[config.mk]
export PLATFORM = sky130hd
export DESIGN_NAME = sample_frame_feeder
export DESIGN_NICKNAME = d
export VERILOG_FILES = /design/src/rtl/sample_frame_feeder.sv
export SDC_FILE = /design/constraint.sdc
export NUM_CORES = 1
export LEC_CHECK = 0
export CORE_AREA = 2 2 109 111
export CTS_CLUSTER_DIAMETER = 150
export DETAILED_ROUTE_END_ITERATION = 7
export DIE_AREA = 0 0 111 113
export DONT_BUFFER_PORTS = 1
export PLACE_DENSITY = 0.88
export SLEW_MARGIN = 10
export SYNTH_ARGS = -nofsm -noshare
export SYNTH_HDL_FRONTEND = slang
export SYNTH_SLANG_ARGS = --single-unit
[constraint.sdc]
create_clock -name clk -period 3.5 [get_ports clk]
set_clock_uncertainty 0.2 [all_clocks]
set_input_delay 0.7 -clock clk [delete_from_list [all_inputs] [get_ports clk]]
set_output_delay 0.7 -clock clk [all_outputs]
set_load 0.03 [all_outputs]
[src/rtl/sample_frame_feeder.sv]
// sample_frame_feeder: FIFO-buffered sample input that streams framed bursts with an idle gap.
// Optional SAT_CLAMP_EN: stores a written 8'h80 as 8'h81 for a symmetric sample range.
module sample_frame_feeder #(
   parameter int DEPTH      = 16,
   parameter int FRAME_LEN  = 8,
   parameter int GAP_CYCLES = 2
) (
   input  logic       clk,
   input  logic       reset,
   input  logic [7:0] in_data,
   input  logic       in_valid,
   output logic       in_ready,
   input  logic       stream_en,
   output logic [7:0] dataina,
   output logic       out_valid,
   output logic       out_sof,
   output logic       out_eof,
   output logic [7:0] frames_sent,
   output logic       overflow
);
   localparam int AW = $clog2(DEPTH);
   localparam int CW = AW + 1;
   localparam int GW = $clog2(GAP_CYCLES + 1);
   typedef enum logic [1:0] {IDLE, STREAM, GAP} state_t;
   state_t state;
   logic [7:0] mem [DEPTH];
   logic [AW-1:0] wr_ptr, rd_ptr;
   logic [CW-1:0] count, count_next, frm_cnt;
   logic [GW-1:0] gap_cnt;
   logic [7:0] wdata;
   logic wr, rd, last;
`ifdef SAT_CLAMP_EN
   assign wdata = (in_data == 8'h80) ? 8'h81 : in_data;
`else
   assign wdata = in_data;
`endif
   assign wr = in_valid && in_ready;
   assign rd = state == STREAM;
   assign last = frm_cnt == CW'(FRAME_LEN - 1);
   assign count_next = count + CW'(wr) - CW'(rd);
   always_ff @(posedge clk) if (wr) mem[wr_ptr] <= wdata;
   // Entry into STREAM guarantees a full frame is buffered, so reads never underrun.
   always_ff @(posedge clk or posedge reset) begin
      if (reset) begin
         state       <= IDLE;
         wr_ptr      <= '0;
         rd_ptr      <= '0;
         count       <= '0;
         frm_cnt     <= '0;
         gap_cnt     <= '0;
         in_ready    <= 1'b1;
         dataina     <= '0;
         out_valid   <= 1'b0;
         out_sof     <= 1'b0;
         out_eof     <= 1'b0;
         frames_sent <= '0;
         overflow    <= 1'b0;
      end else begin
         if (wr) wr_ptr <= wr_ptr + 1'b1;
         if (rd) rd_ptr <= rd_ptr + 1'b1;
         if (rd) dataina <= mem[rd_ptr];
         if (in_valid && !in_ready) overflow <= 1'b1;
         count     <= count_next;
         in_ready  <= count_next < CW'(DEPTH);
         out_valid <= rd;
         out_sof   <= rd && frm_cnt == '0;
         out_eof   <= rd && last;
         case (state)
            IDLE: if (count >= CW'(FRAME_LEN) && stream_en) begin
               state   <= STREAM;
               frm_cnt <= '0;
            end
            STREAM: if (last) begin
               state       <= GAP;
               gap_cnt     <= '0;
               frames_sent <= frames_sent + 8'd1;
            end else frm_cnt <= frm_cnt + 1'b1;
            GAP: if (gap_cnt == GW'(GAP_CYCLES - 1)) state <= IDLE;
               else gap_cnt <= gap_cnt + 1'b1;
            default: state <= IDLE;
         endcase
      end
   end
endmodule

==> flow_summary.toml <==
[outcome]
outcome = "finished, final reports clean"

[setup_path]
cp_slowest_cell = "dfrtp_1"
required_ns = 3.60
worst_setup_path_start_kind = "register"
path_max_fanout = 21
critPathKind = "register to register"
arrival_ns = 3.06
cp-end-kind = "register"
cpPeakStageDelay_ns = 0.52
worst-path-buf-inv = 2
crit_top_cell = "nand2b_1"
worstPathCellList = "nand2b_1 > inv_2 > nand2b_1 > nand2_1 > ha_1 > fa_1 > a21o_1 > a21oi_1 > xnor2_1 > inv_1"
cp_top_family = "simple AND/OR/NAND/NOR gates"

[logic_synthesis]
synthTopCellsByCount = "128 x edfxtp_1, 42 x dfrtp_1, 24 x nand2_1, 21 x mux4_2, 21 x nor2_1"
yosysMostFrequentCell = "edfxtp_1"
synthDistinctLibCells = 47
syn_avg_cell_area_sq_um = 17.3
synth_top_area_cell = "edfxtp_1"
syn_area_sq_um = 6970
synthCells = 403
ys_seq_elements = 171
synthArstFlopShare = 0.251
synth_nets = 431
yosysSeqAreaShare = 0.706
synthFlopType = "edfxtp_1"
synth_edf_count = 128
yosys_warnings = 0
synth_top_area_frac = 0.552
synthTopCellsByArea = "edfxtp_1 55%, dfrtp_1 15%, mux4_2 6.8%"

[drt]
drc = 0
via_per_inst = 6.21
routed_wl_microns = 12900
wl_met1_microns = 4870
drtIter0Drc = 370
met3_length_microns = 881
routed.top_layer = "met4"
via_count = 3527
firstDrtPassIters = 4
ant_nets = 0
drt-wirelength-per-cell_microns = 22.8
route.met2.wl_microns = 6960

[grt]
grt_max_degree = 44
grt_pass1_wl_microns = 20600
track_usage = 0.225
first_global_vias = 3712
antenna_found_initial = 0
grt_overflow = 0

[clock_tree]
root_buffer = "clkbuf_16"
cts_buffer_depth = 2
postCtsSetupBuffers = 0
cts_tree = "built"
clock-sinks = 171
numCtsBuffers = 17
insertion_delay_ns = 0.42
h-tree-depth = 4
post_cts_resize_count = 0
cts.reportedPaths.clkPinSlew_ns = 0.07
cts_hold_buffers = 0

[floorplanning]
dieArea_sq_um = 12500
rows = 39
initial_core_util = 0.618
die_x_microns = 111
die_height_microns = 113
core_sq_um = 11300
ios = 33

[sta]
hold_viol_final = 0
timing.final.ws_setup_ns = 0.544
worst_pin_slew_ns = 0.915
clock.fmax_mhz = 338
relSlewSlack = 0.387
finalSetupTns_ns = 0
rsz0062_at_grt = "no"
post-route-period-util = 0.845
period_needed_ns = 2.96
setup_viol = 0
hold_slack_ns = 0.144
slew_viol_final = 0

[cells_and_area]
final_nets = 442
drive_above_1_share = 0.162
antennaDiodeCount = 0
syn_to_final_growth_pct = 10.0
stdcell_count = 568

[pwr]
ir_drop_mv = 0.580
power_per_cell_area_nw_per_um2 = 850
p_leak_uw = 0.00279
power.total_uw = 6520

[placed_design]
dp_hpwl_microns = 8250
dp_cells = 538
dpl_worst_slack_ns = 0.574
gp_congestion = 0.828
io_buffers = 0

[worst_hold_path]
hold_path_class = "primary input to asynchronous set/reset pin"

[job]
cap_violations = 0
[layout by cell type, fill, tap and decap left out, types with 7 or more instances in the layout]
cell	count
mux2i_1	15
ha_1	15
nand2_1	24
mux4_2	21
edfxtp_1	128
nor2_1	21
buf_4	11
inv_1	14
mux4_1	7
a21oi_1	7
xnor2_1	15
clkbuf_16	17
dfrtp_1	42
[layout make-up]
type	instances	area (sq um)
Clock inverter	10	119
Sequential cell	171	4920
Multi-Input combinational cell	196	1860
Clock buffer	20	437
Inverter	17	63.8
Tap cell	143	179
Fill cell	689	3610
Timing Repair Buffer	11	82.6
[worst paths after layout]
| check | cells after the start | to | slack (ns) | startpoint |
|---|---|---|---|---|
| worst max-delay path | 10 | count[4] | 0.54 | state[1] |
| max in group asynchronous | 1 | rd_ptr[3] | 2.40 | reset |
| worst min-delay path | 1 | gap_cnt[1] | 0.14 | reset |
| worst min register to register | 1 | count[0] | 0.33 | count[0] |
| worst max register to register | 10 | count[4] | 0.54 | state[1] |
| min in group clk | 0 | mem[3][3] | 0.17 | in_data[3] |
[report_power, final]
part | internal [uW] | switching, uW | total (uW) | leakage [uW]
Combinational | 839 | 945 | 1780 | 0.000846
Clock | 1040 | 723 | 1770 | 0.000266
Sequential | 2500 | 463 | 2970 | 0.00168
[flip-flops by register name (all words and copies together), names as in the netlist, 2 cells and up]
register and count:
mem 128, dataina 8, frames_sent 8, count 5
frm_cnt 5, rd_ptr 4, wr_ptr 4, gap_cnt 2
state 2
[metrics by stage]
| stage | area (sq um) | utilization |
|---|---|---|
| after floorplan | 6970 | - |
| after global placement | 7110 | 0.631 |
| after detailed placement | 7110 | 0.631 |
| after CTS | 7670 | 0.680 |
| after global routing | 7670 | 0.680 |
| final | 7670 | 0.680 |
[cells by family after synthesis]
kind of cell	after synthesis	synth area share
AOI/OAI and AO/OA	43	0.0436
xor gates and xnor gates	16	0.0201
adders and majority gates	16	0.0298
buffers and inverters	36	0.0260
DFF	171	0.706
muxes	48	0.124
and+or+nand+nor	73	0.0501
[worst reg2reg max path, cell delays in order (launching register included)]
cell      delay (ns)
dfrtp_1         0.52
nand2b_1        0.37
inv_2           0.26
nand2b_1        0.21
nand2_1         0.07
ha_1            0.21
fa_1            0.43
a21o_1          0.18
a21oi_1         0.16
xnor2_1         0.16
inv_1           0.06
[layer usage]
layer,global-route usage,up-vias
li1,-,1571
met1,0.268,1814
met2,0.393,123
met3,0.0723,19
met4,0.0733,0
met5,0,-
Power figures use the tool's default switching activity.
